===== config.mk =====
export PLATFORM = sky130hd
export DESIGN_NAME = reorder_buffer
export DESIGN_NICKNAME = d
export VERILOG_FILES = /design/src/rtl/reorder_buffer.sv
export SDC_FILE = /design/constraint.sdc
export NUM_CORES = 1
export LEC_CHECK = 0
export BUFFER_PORTS_ARGS = -buffer_cell sky130_fd_sc_hd__buf_2
export CAP_MARGIN = 20
export CORE_MARGIN = 2
export CORE_UTILIZATION = 34
export DETAILED_ROUTE_END_ITERATION = 7
export GPL_TIMING_DRIVEN = 0
export PLACE_DENSITY = 0.48
export SLEW_MARGIN = 40
export SYNTH_ARGS = -nofsm -noshare
export SYNTH_HDL_FRONTEND = slang
export SYNTH_SLANG_ARGS = --single-unit

===== constraint.sdc =====
create_clock -name clk -period 5 [get_ports clk]
set_input_delay 0.5 -clock clk [delete_from_list [all_inputs] [get_ports clk]]
set_output_delay 0.5 -clock clk [all_outputs]
set_load 0.02 [all_outputs]

===== src/rtl/reorder_buffer.sv =====
// reorder_buffer: circular in-order retirement buffer for the Tomasulo core.
// Allocates on issue, captures CDB results, commits to the regfile, flushes on a mispredicted branch.
`default_nettype none

package rob_pkg;
    localparam int CDB_DATA_WIDTH = 16;
    localparam int CDB_TAG_WIDTH  = 3;

    localparam logic [3:0] OP_BR  = 4'b0000;
    localparam logic [3:0] OP_ADD = 4'b0001;
    localparam logic [3:0] OP_AND = 4'b0101;
    localparam logic [3:0] OP_LDR = 4'b0110;
    localparam logic [3:0] OP_NOT = 4'b1001;
    localparam logic [3:0] OP_SHF = 4'b1101;
    localparam logic [3:0] OP_LEA = 4'b1110;

    typedef struct packed {
        logic                      valid;
        logic [CDB_TAG_WIDTH-1:0]  tag;
        logic [CDB_DATA_WIDTH-1:0] data;
    } cdb_t;
endpackage

module reorder_buffer #(
    parameter int DATA_WIDTH = rob_pkg::CDB_DATA_WIDTH,
    parameter int TAG_WIDTH  = rob_pkg::CDB_TAG_WIDTH
) (
    input  logic                  clk,
    input  logic                  reset,
    input  logic                  rob_write_enable,
    input  logic [3:0]            rob_opcode,
    input  logic [2:0]            rob_dest,
    input  logic [DATA_WIDTH-1:0] rob_value_in,
    output logic [TAG_WIDTH-1:0]  rob_addr,
    output logic                  rob_full,
    input  logic [TAG_WIDTH-1:0]  rob_sr1_read_addr,
    input  logic [TAG_WIDTH-1:0]  rob_sr2_read_addr,
    output logic [DATA_WIDTH-1:0] rob_sr1_value_out,
    output logic [DATA_WIDTH-1:0] rob_sr2_value_out,
    output logic                  rob_sr1_valid_out,
    output logic                  rob_sr2_valid_out,
    input  rob_pkg::cdb_t         CDB_in,
    output logic                  regfile_ld,
    output logic [2:0]            regfile_dest,
    output logic [DATA_WIDTH-1:0] regfile_data,
    output logic [TAG_WIDTH-1:0]  regfile_rob_entry,
    output logic                  flush,
    output logic [DATA_WIDTH-1:0] flush_pc
);
    import rob_pkg::*;

    localparam int DEPTH = 2 ** TAG_WIDTH;
    localparam logic [TAG_WIDTH:0] FULL_COUNT = (TAG_WIDTH + 1)'(DEPTH);

    logic [DEPTH-1:0]      valid;
    logic [DEPTH-1:0]      ready;
    logic [DEPTH-1:0]      mispredict;
    logic [3:0]            opcode [DEPTH];
    logic [2:0]            dest   [DEPTH];
    logic [DATA_WIDTH-1:0] value  [DEPTH];

    logic [TAG_WIDTH-1:0]  head;
    logic [TAG_WIDTH-1:0]  tail;
    logic [TAG_WIDTH:0]    count;

    logic                  full;
    logic                  commit;
    logic                  alloc;
    logic                  cdb_hit;
    logic [3:0]            head_op;
    logic                  head_writes_reg;

    assign full    = (count == FULL_COUNT);
    assign head_op = opcode[head];
    assign commit  = valid[head] & ready[head];

    // A flush wipes the machine, so anything arriving in the same cycle is discarded.
    assign alloc   = rob_write_enable & ~full & ~flush;
    assign cdb_hit = CDB_in.valid & valid[CDB_in.tag] & ~flush;

    always_comb begin
        head_writes_reg = 1'b0;
        case (head_op)
            OP_ADD, OP_AND, OP_NOT, OP_SHF, OP_LDR, OP_LEA: head_writes_reg = 1'b1;
            default:                                        head_writes_reg = 1'b0;
        endcase
    end

    assign regfile_ld        = commit & head_writes_reg;
    assign regfile_dest      = dest[head];
    assign regfile_data      = value[head];
    assign regfile_rob_entry = head;
    assign flush             = commit & (head_op == OP_BR) & mispredict[head];
    assign flush_pc          = value[head];

    assign rob_addr          = tail;
    assign rob_full          = full;
    assign rob_sr1_value_out = value[rob_sr1_read_addr];
    assign rob_sr2_value_out = value[rob_sr2_read_addr];
    assign rob_sr1_valid_out = valid[rob_sr1_read_addr] & ready[rob_sr1_read_addr];
    assign rob_sr2_valid_out = valid[rob_sr2_read_addr] & ready[rob_sr2_read_addr];

    always_ff @(posedge clk or posedge reset) begin
        if (reset) begin
            valid      <= '0;
            ready      <= '0;
            mispredict <= '0;
            head       <= '0;
            tail       <= '0;
            count      <= '0;
        end else if (flush) begin
            valid      <= '0;
            ready      <= '0;
            mispredict <= '0;
            head       <= '0;
            tail       <= '0;
            count      <= '0;
        end else begin
            if (cdb_hit) begin
                ready[CDB_in.tag] <= 1'b1;
                if (opcode[CDB_in.tag] == OP_BR)
                    mispredict[CDB_in.tag] <= CDB_in.data[0];
            end
            if (commit) begin
                valid[head] <= 1'b0;
                head        <= head + 1'b1;
            end
            // The tail slot is never the head while not full, so these never collide.
            if (alloc) begin
                valid[tail]      <= 1'b1;
                ready[tail]      <= (rob_opcode == OP_LEA);
                mispredict[tail] <= 1'b0;
                tail             <= tail + 1'b1;
            end
            case ({alloc, commit})
                2'b10:   count <= count + 1'b1;
                2'b01:   count <= count - 1'b1;
                default: count <= count;
            endcase
        end
    end

    // Payload needs no reset: it is only observed through valid/ready.
    always_ff @(posedge clk) begin
        if (cdb_hit && (opcode[CDB_in.tag] != OP_BR))
            value[CDB_in.tag] <= CDB_in.data;
        if (alloc) begin
            opcode[tail] <= rob_opcode;
            dest[tail]   <= rob_dest;
            value[tail]  <= rob_value_in;
        end
    end

endmodule

`default_nettype wire


==> results.md, run 1 <==
* Status: complete, no violations
* Largest net degree at the start of global routing at 20
* TritonCTS Buffers at 28
* Clock Power Share at 22.5%
* Critical Path Source Type: flip-flop
* Net Sw Frac at 40.6%
* Synthesis-stage register bit count at 218
* Met1 Usage GRT at 33.1%
* Row count at 71
* Post-synth EDFFs at 184
* WP data required at 4500 ps
* Fill count at 3625
* Reg clk slew, reported paths at 60 ps
* Clk_lat worst skew at 570 ps
* Worst path buffer plus inverter count at 6
* Avg Inst Size Synth at 14.1 sq um
* Worst r2r path cells at 13
* Synthesized area at 0.0130 sq mm
* Reg2reg end: count[3]
* Port Buf Inserts at 123
* Slowest stage cell, crit path: clkbuf_1
* Layout cell share with drive strength beyond 1 at 45.2%
* Core Footprint at 0.0377 sq mm
* Area growth from synthesis to layout at 19.3%
* Synthesized netlist net count at 981
* Final wirelength at 47300 um
* DRT Pass-1 Iters at 5
* Layer with the highest usage: met2
* Worst EP arrival at 4230 ps
* Worst-case clock skew at 22.3 ps
* Hold path startpoint: rob_dest[0]
* Post-route insts no fill at 1626
* Vias post-DR at 9530
* Register area share after synthesis at 49.0%
* Max VDD drop at 0.294 mV
* Slew @ Worst Pin at 997 ps
* Post-DRT Antenna Nets at 0
* Max-Cap Viols at 0
* Critical path class: flip-flop to output pin
* DR DRC count at 0
* Worst Hold End: dest[6][0]
* Post-synth top flop: edfxtp_1
* M3 GR Usage at 3.86%
* Worst hold path depth at 1
* Placed insts at 1573
* DP Wirelength at 33200 um
* CP Cell Sequence: buf_1 -> buf_1 -> and3_1 -> clkbuf_1 -> clkbuf_2 -> a222oi_1 -> nand3_1 -> buf_4 -> buf_2
* Initial Util at 34.5%
* Gate count of the mapped netlist at 924
* Power density cells at 551 mW/mm^2
* Initial antenna violation count at 3
* Hold WS at 213 ps
* CP dominant cell by count: buf_1
* Final period utilization at 94.6%
* 1st-iter DRT viols at 1201
* Reg2Reg Setup Slack at 820 ps
* Crit path largest cell delay at 690 ps
* Vias in the first global route at 9523
* Psw at 3470 uW
* Die Ht at 200 um
* Global placer's final weighted congestion at 0.878
* Slew Limit Fails at 0
* IO Count at 130
* YS warnings at 0
* Wire length per cell after detailed routing at 29.1 um
* Die extent in x at 200 um
* First-pass GRT wire length at 67800 um
* Cell variety after synth at 66
* Flop pwr share at 31.2%
* Hold crit path type: primary input to flip-flop
* CTS tree: built
* Die area at 0.0398 sq mm
* CTS H-tree lvls at 1
* Async SR Flop Fraction at 15.6%
* Met2 global-route usage at 38.7%
* Clk buf depth at 3
* Final Hold Fails at 0
* Comb pwr share at 46.2%
* CP delay by family, top: buffers and inverters
* Post-layout min period at 4730 ps
* CP Capture Type: output pin
* Fmax achieved at 211 MHz
* Static leakage at 0.00552 uW
* GRT Residual Overflow at 0
* Overall Global Routing Usage at 23.9%
* Final setup fails at 0
* Via/cell ratio at 5.86
* Num Clock Sinks at 218
* Reg-to-Reg Start: regfile_rob_entry[1]
* Post-cts sizing count at 0
* Clock root buffer: clkbuf_16
* RSZ-0062 raised after global routing: false
* NumNets Final at 1150
* P_int at 5080 uW
* Normalized max-slew margin at 33.6%
* Max FO, Critical Path at 10
-- state kept, by name, summed over array words and instances, names as in the netlist --
| signal | count |
|---|---|
| valid | 8 |
| opcode | 32 |
| ready | 8 |
| regfile_rob_entry | 3 |
| value | 128 |
| count | 4 |
| dest | 24 |
| rob_addr | 3 |
| mispredict | 8 |
-- final cells by class --
cell class / instances / area [sq um] / area share (%)
well taps: 511 / 639 / 4.12
inverters: 18 / 70.1 / 0.451
diodes: 1 / 2.50 / 0.0161
clock buffers: 31 / 712 / 4.59
repair buffers: 139 / 832 / 5.36
multi-input cells: 600 / 6240 / 40.2
clock inverters: 20 / 155 / 1.00
flip-flops and latches: 218 / 6380 / 41.1
plain buffers: 88 / 489 / 3.15
-- worst max path at each step --
stage | start | end | cells after the start
after floorplan | regfile_rob_entry[0] | value[2][0] | 9
after global routing | regfile_rob_entry[1] | regfile_data[14] | 9
after CTS | regfile_rob_entry[1] | regfile_data[9] | 10
final | regfile_rob_entry[1] | regfile_data[9] | 9
after detailed placement | regfile_rob_entry[1] | regfile_data[9] | 10
after global placement | regfile_rob_entry[1] | value[4][14] | 7
-- kinds of logic after synthesis --
group / synth area share, %
adder cells (fa/ha/maj): 0.539
AO/OA/AOI/OAI: 9.67
buffers and inverters: 4.08
AND/OR/NAND/NOR: 7.20
flip-flops: 49.0
XOR/XNOR: 0.269
multiplexers: 29.2
-- layout by cell type, fill, tap and decap left out, types with 5 or more instances in the layout --
cell       count
edfxtp_1     184
buf_2        134
mux2_2       120
mux4_2        74
a22oi_1       54
mux2_4        45
nand2_1       36
dfrtp_1       34
clkbuf_1      29
clkbuf_16     28
nand3_1       26
buf_4         25
a21oi_1       23
nor2_1        22
o21ai_0       20
clkbuf_2      18
inv_1         16
nand4_1       13
nor4_1        12
mux2i_1       11
a221oi_1       9
clkinv_1       9
a22o_1         8
buf_6          7
buf_1          7
o22ai_1        7
buf_8          7
o211ai_1       6
nor3_1         6
clkinv_2       6
nor2b_1        5
nor2_4         5
a211oi_1       5
o22ai_4        5
-- synth_stat cells (3+ instances only) --
cell type | number | area share (%)
a221oi_1 | 9 | 0.61
a21oi_1 | 23 | 0.88
a211oi_1 | 5 | 0.29
a222oi_1 | 4 | 0.31
mux2_2 | 120 | 10
nor4_1 | 12 | 0.58
buf_2 | 5 | 0.19
nand4_1 | 13 | 0.63
mux2i_1 | 11 | 0.85
and3_1 | 3 | 0.14
or3b_2 | 3 | 0.20
buf_1 | 12 | 0.35
nor3_1 | 10 | 0.38
o211ai_1 | 6 | 0.35
dfrtp_1 | 34 | 6.5
nor2_4 | 5 | 0.43
nor4b_1 | 3 | 0.20
mux2_4 | 45 | 5.2
a2bb2oi_1 | 3 | 0.20
nand3_1 | 26 | 1.0
edfxtp_1 | 184 | 42
nor2_1 | 22 | 0.63
nand2b_1 | 3 | 0.14
a21o_1 | 4 | 0.23
o21ai_0 | 23 | 0.88
nand4b_1 | 4 | 0.27
o31ai_1 | 4 | 0.23
a22o_1 | 8 | 0.54
buf_6 | 6 | 0.52
ha_1 | 4 | 0.38
and2_1 | 4 | 0.19
o41ai_1 | 3 | 0.20
nand2_2 | 3 | 0.14
o22ai_1 | 12 | 0.58
nand3b_1 | 3 | 0.17
nand2_1 | 36 | 1.0
buf_4 | 21 | 1.2
clkbuf_1 | 44 | 1.3
o21a_1 | 3 | 0.17
a22oi_1 | 54 | 3.1
inv_1 | 17 | 0.49
nor2b_1 | 5 | 0.24
mux4_2 | 74 | 13
-- timing repair --
item | in CTS | in global routing
buffers inserted | 0 | 0
hold endpoints to repair | 18 | 0
hold buffers | 1 | 0
-- per-stage QoR --
stage	setup TNS, ps	total power [uW]	utilization [%]	setup WS (ps)	instance area [sq um]
final	0	8550	41.2	270	15500
after floorplan	0	5160	-	1280	13000
after global placement	-71200	6520	37.9	-1240	14300
after detailed placement	0	6650	38.8	720	14600
after CTS	0	8580	41.2	121	15500
after global routing	0	8960	41.2	122	15500
-- layer usage --
metal	vias to the layer above	share of wire [%]
met1	4891	43
li1	4088	-
met2	454	47
met5	-	0.055
met4	4	3.0
met3	93	6.9
-- power groups by stage --
stage / registers, uW / clock network, uW / logic, uW
2_1_floorplan: 2630 / 0 / 2530
3_3_place_gp: 2710 / 0 / 3810
3_5_place_dp: 2690 / 0 / 3960
4_1_cts: 2660 / 1950 / 3970
5_1_grt: 2710 / 2030 / 4220
6_report: 2670 / 1930 / 3950
Note: power is estimated with default switching activity, not from simulation.
==> run 2: changes to the inputs <==
--- a/config.mk
+++ b/config.mk
@@ -11,7 +11,8 @@
 export CORE_UTILIZATION = 34
 export DETAILED_ROUTE_END_ITERATION = 7
 export GPL_TIMING_DRIVEN = 0
-export PLACE_DENSITY = 0.48
+export PLACE_DENSITY_LB_ADDON = 0.1
+export RECOVER_POWER = 100
 export SLEW_MARGIN = 40
 export SYNTH_ARGS = -nofsm -noshare
 export SYNTH_HDL_FRONTEND = slang
==> run 2 against run 1 <==
Compared with the run above:
- the run now ends with max-capacitance violations left
- critical path depth grew 2
- global-route usage up 0.54 points
- final area fell by 2.1%
- sequential share of layout area grew 0.90 points
- via count rose by 1.0%
- first-iteration DRC count down 17%
- register-to-register slack worse by 540 ps
- non-clock buffer count unchanged
- worst hold slack gained 76 ps
- wire length grew 3.7%
- combinational power is 4% lower
- sequential power about the same
- critical path type unchanged
- critical endpoint is now regfile_data[13]
- highest routed layer unchanged
==> results.md, run 2 (synthesis gave the netlist of run 1 again) <==
* Status: complete, but fails checks (was complete, no violations)
* Failing checks: max-capacitance violations
* 1st-iter DRT viols at 1001 (was 1201)
* Worst EP arrival at 4300 ps (was 4230 ps)
* Most frequent cells in the layout: edfxtp_1, mux2_2, clkbuf_1 (was edfxtp_1, buf_2, mux2_2)
* Final Hold Fails at 0 (unchanged)
* Core Footprint at 0.0377 sq mm (unchanged)
* Crit path largest cell delay at 840 ps (was 690 ps)
* Flop pwr share at 31.0% (was 31.2%)
* Clock root buffer: clkbuf_16 (unchanged)
* Reg-to-Reg Start: regfile_rob_entry[1] (unchanged)
* RSZ-0062 raised after global routing: false (unchanged)
* Port Buf Inserts at 123 (unchanged)
* Worst hold path depth at 1 (unchanged)
* Initial antenna violation count at 2 (was 3)
* Post-cts sizing count at 0 (unchanged)
* Worst path buffer plus inverter count at 8 (was 6)
* Final setup fails at 0 (unchanged)
* Vias in the first global route at 9486 (was 9523)
* Post-layout min period at 4800 ps (was 4730 ps)
* Total area of sequential cells at 0.00638 sq mm (unchanged)
* Max VDD drop at 0.285 mV (was 0.294 mV)
* Final period utilization at 96.0% (was 94.6%)
* Area growth from synthesis to layout at 16.7% (was 19.3%)
* CP Capture Type: output pin (unchanged)
* IO Count at 130 (unchanged)
* Net Sw Frac at 40.8% (was 40.6%)
* Final wirelength at 49100 um (was 47300 um)
* Most flop-heavy register: value (unchanged)
* Normalized max-slew margin at 0.0794% (was 33.6%)
* Die extent in x at 200 um (unchanged)
* DRT Pass-1 Iters at 5 (unchanged)
* Worst-case clock skew at 30.8 ps (was 22.3 ps)
* Die Ht at 200 um (unchanged)
* DP Wirelength at 33800 um (was 33200 um)
* GRT Residual Overflow at 0 (unchanged)
* Hold crit path type: primary input to flip-flop (unchanged)
* TritonCTS Buffers at 28 (unchanged)
* Worst r2r path cells at 10 (was 13)
* Reg clk slew, reported paths at 60 ps (about the same)
* Final worst slack at 199 ps (was 270 ps)
* Placement Setup Slack at 786 ps (was 720 ps)
* Overall Global Routing Usage at 24.5% (was 23.9%)
* CP delay by family, top: buffers and inverters (unchanged)
* Via/cell ratio at 5.92 (was 5.86)
* Antenna cells at 0 (was 1)
* P_int at 5090 uW (was 5080 uW)
* Vias post-DR at 9630 (was 9530)
* Fill count at 3706 (was 3625)
* Die area at 0.0398 sq mm (unchanged)
* Psw at 3510 uW (was 3470 uW)
* Max-Cap Viols at 2 (was 0)
* Cts hold-fix bufs at 1 (unchanged)
* Clk_lat worst skew at 570 ps (about the same)
* DR DRC count at 0 (unchanged)
* CP dominant cell by count: clkbuf_1 (was buf_1)
* Largest net degree at the start of global routing at 19 (was 20)
* Top flop regs: value x128, opcode x32, dest x24 (unchanged)
* NumNets Final at 1150 (unchanged)
* Commonest non-fill, non-tap cell in the layout: edfxtp_1 (unchanged)
* Num Clock Sinks at 218 (unchanged)
* Slowest stage cell, crit path: nor3_1 (was clkbuf_1)
* Fmax achieved at 208 MHz (was 211 MHz)
* Critical Path Source Type: flip-flop (unchanged)
* CTS tree: built (unchanged)
* CTS H-tree lvls at 1 (unchanged)
* Layout cell share with drive strength beyond 1 at 34.9% (was 45.2%)
* Clock Power Share at 24.7% (was 22.5%)
* Comb pwr share at 44.3% (was 46.2%)
* Power density cells at 567 mW/mm^2 (was 551 mW/mm^2)
* Critical path class: flip-flop to output pin (unchanged)
* Hold path startpoint: rob_dest[0] (unchanged)
* Clk buf depth at 3 (unchanged)
* Row count at 71 (unchanged)
* WP data required at 4500 ps (about the same)
* Reg2reg end: value[0][2] (was count[3])
* Multi-input logic area at 0.00599 sq mm (was 0.00624 sq mm)
* CP Cell Sequence: buf_6 -> buf_4 -> buf_2 -> clkbuf_1 -> nor3_1 -> clkbuf_1 -> clkbuf_2 -> a22oi_1 -> nand4_1 -> buf_4 -> clkbuf_1 (was buf_1 -> buf_1 -> and3_1 -> clkbuf_1 -> clkbuf_2 -> a222oi_1 -> nand3_1 -> buf_4 -> buf_2)
* Slew Limit Fails at 0 (unchanged)
* Max reg flops at 128 (unchanged)
* Worst Hold End: dest[5][0] (was dest[6][0])
* Slew @ Worst Pin at 1490 ps (was 997 ps)
* Post-DRT Antenna Nets at 0 (unchanged)
* Setup bufs post-CTS at 0 (unchanged)
* Global placer's final weighted congestion at 0.854 (was 0.878)
* Static leakage at 0.00521 uW (was 0.00552 uW)
* Wire length per cell after detailed routing at 30.2 um (was 29.1 um)
* First-pass GRT wire length at 68800 um (was 67800 um)
* Final core utilization at 40.3% (was 41.2%)
* Reg2Reg Setup Slack at 280 ps (was 820 ps)
* Max FO, Critical Path at 10 (unchanged)
* Initial Util at 34.5% (unchanged)
run 2: cell count changes in the layout (fill, tap and decap cells not counted), moves of 4 or more:
cell / change
clkbuf_1: +66
buf_2: -57
mux2_1: +49
mux2_4: -45
clkbuf_2: +7
buf_4: -6
buf_8: -6
buf_1: -5
nor2_4: -5
clkinv_1: -4
mux2_2: -4
o22ai_2: +4
o22ai_4: -4
run 2: routing by layer:
metal | track usage (%) | share of wire, % | routed length, um
met5 | 0 | 0.065 | 32
met4 | 6.31 | 2.5 | 1220
met1 | 34.4 | 44 | 21400
met3 | 3.85 | 7.3 | 3560
met2 | 39.5 | 47 | 22900
run 2: worst reg2reg max path, delay by kind of cell (launching register included):
kind            cells  cell delay (ps)
buf+inv             5             1970
simple gates        2              650
flops               1              490
compound gates      3             1250
run 2: power groups by stage:
stage | combinational [uW] | sequential [uW] | clock, uW
finish | 3810 | 2670 | 2120
global route | 4070 | 2710 | 2210
CTS | 4010 | 2660 | 2150
detailed placement | 4000 | 2690 | 0
global placement | 3850 | 2710 | 0
floorplan | 2530 | 2630 | 0
run 2: cell type report:
type / instances / area share [%]
Clock buffer: 31 / 4.69
Tap cell: 511 / 4.21
Sequential cell: 218 / 42.0
Inverter: 18 / 0.453
Buffer: 88 / 3.13
Multi-Input combinational cell: 600 / 39.4
Clock inverter: 21 / 1.61
Timing Repair Buffer: 139 / 4.51
run 2: how the worst max path moves through the flow:
stage          cells past startpoint                  from          endpoint  slack, ps
2_1_floorplan                      9  regfile_rob_entry[0]       value[2][0]       1280
6_report                          11  regfile_rob_entry[0]  regfile_data[13]        200
5_1_grt                           11  regfile_rob_entry[0]  regfile_data[13]        160
3_3_place_gp                       7  regfile_rob_entry[1]      value[2][14]      -1360
4_1_cts                            9  regfile_rob_entry[1]   regfile_data[9]        200
3_5_place_dp                       9  regfile_rob_entry[1]   regfile_data[9]        790
run 2: metrics by stage:
step                hold WS, ps  TNS [ps]  cell area [sq um]  instances  power [uW]
finish                      289         0              15200       1626        8600
global route                305         0              15200       1626        8990
CTS                         192         0              15600       1626        8820
detailed placement          534         0              14700       1573        6690
global placement            535    -91300              14300       1558        6560
floorplan                   504         0              13000        924        5160
==> run 3: changes to the inputs <==
--- a/config.mk
+++ b/config.mk
@@ -7,7 +7,6 @@
 export LEC_CHECK = 0
 export BUFFER_PORTS_ARGS = -buffer_cell sky130_fd_sc_hd__buf_2
 export CAP_MARGIN = 20
-export CORE_MARGIN = 2
 export CORE_UTILIZATION = 34
 export DETAILED_ROUTE_END_ITERATION = 7
 export GPL_TIMING_DRIVEN = 0
==> constraint.sdc (replaced) <==
create_clock -name clk -period 4.2 [get_ports clk]
set_input_delay 0.42 -clock clk [delete_from_list [all_inputs] [get_ports clk]]
set_output_delay 0.42 -clock clk [all_outputs]
set_load 0.02 [all_outputs]
==> run 3 against run 2 <==
Compared with the run above:
- register-to-register slack worse by 140 ps
- the run now ends clean
- sequential power up 19%
- count of clock-buffer cells in the layout down 2
==> results.md, run 3 (synthesis gave the netlist of run 1 again) <==
* Status: complete, no violations (was complete, but fails checks)
* Vias post-DR at 9721 (was 9630)
* Max FO, Critical Path at 10 (unchanged)
* Antenna cells at 0 (unchanged)
* CP delay by family, top: buffers and inverters (unchanged)
* Final period utilization at 97.8%
* Largest net degree at the start of global routing at 21 (was 19)
* CP dominant cell by count: buf_2 (was clkbuf_1)
* DR DRC count at 0 (unchanged)
* Final setup fails at 0 (unchanged)
* Static leakage at 0.00528 uW (was 0.00521 uW)
* Setup bufs post-CTS at 0 (unchanged)
* Normalized max-slew margin at 12.3% (was 0.0794%)
* Critical Path Source Type: flip-flop (unchanged)
* Comb pwr share at 43.5% (was 44.3%)
* Final Hold Fails at 0 (unchanged)
* Row count at 71 (unchanged)
* RSZ-0062 raised after global routing: false (unchanged)
* Crit path largest cell delay at 450 ps (was 840 ps)
* Flop pwr share at 30.3% (was 31.0%)
* Num Clock Sinks at 218 (unchanged)
* Initial antenna violation count at 1 (was 2)
* P_int at 6290 uW (was 5090 uW)
* CP Cell Sequence: buf_6 -> buf_4 -> buf_2 -> buf_2 -> nor3_2 -> buf_2 -> clkbuf_2 -> a22oi_1 -> nand4_1 -> buf_4 -> clkbuf_1 (was buf_6 -> buf_4 -> buf_2 -> clkbuf_1 -> nor3_1 -> clkbuf_1 -> clkbuf_2 -> a22oi_1 -> nand4_1 -> buf_4 -> clkbuf_1)
* Clk buf depth at 3 (unchanged)
* Worst-case clock skew at 10.6 ps (was 30.8 ps)
* Max VDD drop at 0.455 mV (was 0.285 mV)
* Slew @ Worst Pin at 1320 ps (was 1490 ps)
* TritonCTS Buffers at 27 (was 28)
* Hold WS at 209 ps (was 289 ps)
* IO Count at 130 (unchanged)
* Fmax achieved at 244 MHz
* Clk_lat worst skew at 570 ps (about the same)
* DRT Pass-1 Iters at 6 (was 5)
* Post-layout min period at 4110 ps
* Hold path startpoint: rob_dest[0] (unchanged)
* Worst EP arrival at 3690 ps (was 4300 ps)
* Commonest non-fill, non-tap cell in the layout: edfxtp_1 (unchanged)
* Final wirelength at 49000 um (was 49100 um)
* Final core utilization at 40.7% (was 40.3%)
* Placement Setup Slack at -50.5 ps (was 786 ps)
* Total power at 10500 uW (was 8600 uW)
* Clock Power Share at 26.2% (was 24.7%)
* Hold crit path type: primary input to flip-flop (unchanged)
* First-pass GRT wire length at 69000 um (was 68800 um)
* M3 GR Usage at 3.81% (was 3.85%)
* Cell area after layout at 0.0153 sq mm (was 0.0152 sq mm)
* Die Ht at 198 um (was 200 um)
* Beginning of the critical path: regfile_rob_entry[0] (unchanged)
* DP Wirelength at 33500 um (was 33800 um)
* Wire length per cell after detailed routing at 30.2 um (about the same)
* Met2 global-route usage at 40.5% (was 39.5%)
* Die extent in x at 198 um (was 200 um)
* Final worst slack at 93.2 ps (was 199 ps)
* Dpl cell area at 0.0147 sq mm (about the same)
* Overall Global Routing Usage at 25.0% (was 24.5%)
* Max reg flops at 128 (unchanged)
* Core Footprint at 0.0377 sq mm (unchanged)
* Initial Util at 34.5% (unchanged)
* Top flop regs: value x128, opcode x32, dest x24 (unchanged)
* NumNets Final at 1146 (was 1150)
* 1st-iter DRT viols at 956 (was 1001)
* Psw at 4220 uW (was 3510 uW)
* CP Capture Type: output pin (unchanged)
* Most frequent cells in the layout: edfxtp_1, mux2_2, clkbuf_1 (unchanged)
* CTS H-tree lvls at 1 (unchanged)
* Most flop-heavy register: value (unchanged)
* Reg clk slew, reported paths at 60 ps (about the same)
* Global placer's final weighted congestion at 0.885 (was 0.854)
* Met1 Usage GRT at 35.3% (was 34.4%)
* Max-Cap Viols at 0 (was 2)
* Port Buf Inserts at 123 (unchanged)
* Critical path class: flip-flop to output pin (unchanged)
* Vias in the first global route at 9398 (was 9486)
* Layer with the highest usage: met2 (unchanged)
* Net Sw Frac at 40.2% (was 40.8%)
* Clock root buffer: clkbuf_16 (unchanged)
* Via/cell ratio at 6.00 (was 5.92)
* Post-DRT Antenna Nets at 0 (unchanged)
* Worst path buffer plus inverter count at 8 (unchanged)
* Die area at 0.0391 sq mm (was 0.0398 sq mm)
* Area growth from synthesis to layout at 17.9% (was 16.7%)
* Layout cell share with drive strength beyond 1 at 36.1% (was 34.9%)
* Slowest stage cell, crit path: clkbuf_2 (was nor3_1)
* GRT Residual Overflow at 0 (unchanged)
* Reg-to-Reg Start: regfile_rob_entry[1] (unchanged)
* Power density cells at 686 mW/mm^2 (was 567 mW/mm^2)
* WP data required at 3780 ps (was 4500 ps)
* CTS tree: built (unchanged)
* Slew Limit Fails at 0 (unchanged)
==> run 3: changes by cell type in the layout (fill, tap and decap cells not counted), sizes merged <==
cell,before,now
clkinv,12,8
clkbuf,148,146
bufinv,5,9
clkinvlp,5,3
buf,109,106
inv,17,19
==> run 3: worst paths after layout <==
check                           slack (ps)  cells after the start                    to
worst max register to register         140                     10           value[6][6]
worst min register to register         550                      2         mispredict[4]
max in group asynchronous             2290                      4         mispredict[1]
worst min-delay path                   210                      1            dest[4][0]
min in group asynchronous              560                      3  regfile_rob_entry[2]
worst max-delay path                    90                     11      regfile_data[10]
==> run 3: cell type report <==
class,instances,area [sq um]
buffer,86,473
clock buffer,29,683
multi-input combinational,600,6020
tap,511,639
inverter,18,70.1
sequential,218,6380
timing repair buffer,138,717
fill,3655,22300
clock inverter,21,357
==> run 3: worst reg2reg max path, cell delays in order, from the launching register on <==
cell,delay [ps]
dfrtp_1,490
buf_2,370
mux4_2,410
mux2i_2,300
o211a_2,310
nand4_4,220
nand2_1,680
buf_4,440
o21ai_4,190
buf_6,200
buf_4,200
==> run 3: power groups by stage <==
stage               clock network, uW  registers (uW)  logic (uW)
floorplan                           0            3130        3010
global placement                    0            3230        4570
detailed placement                  0            3210        4760
CTS                              2790            3170        4770
global route                     2860            3220        4880
finish                           2760            3180        4580
==> run 3: timing repair <==
item	CTS	global route
hold buffers	1	0
endpoints found under the setup margin	30	2
gates cloned	0	0
gates resized for setup	6	3
hold endpoints to repair	19	0
==> run 3: stage by stage <==
stage          std cells  setup TNS, ps
2_1_floorplan        924              0
3_3_place_gp        1558        -205190
3_5_place_dp        1572          -80.4
4_1_cts             1621              0
5_1_grt             1621              0
6_report            1621              0
==> run 3: routing by layer <==
| metal | part of all wire (%) | wire [um] |
|---|---|---|
| met5 | 0.022 | 11 |
| met4 | 2.2 | 1090 |
| met3 | 7.1 | 3490 |
| met2 | 47 | 22900 |
| met1 | 44 | 21500 |
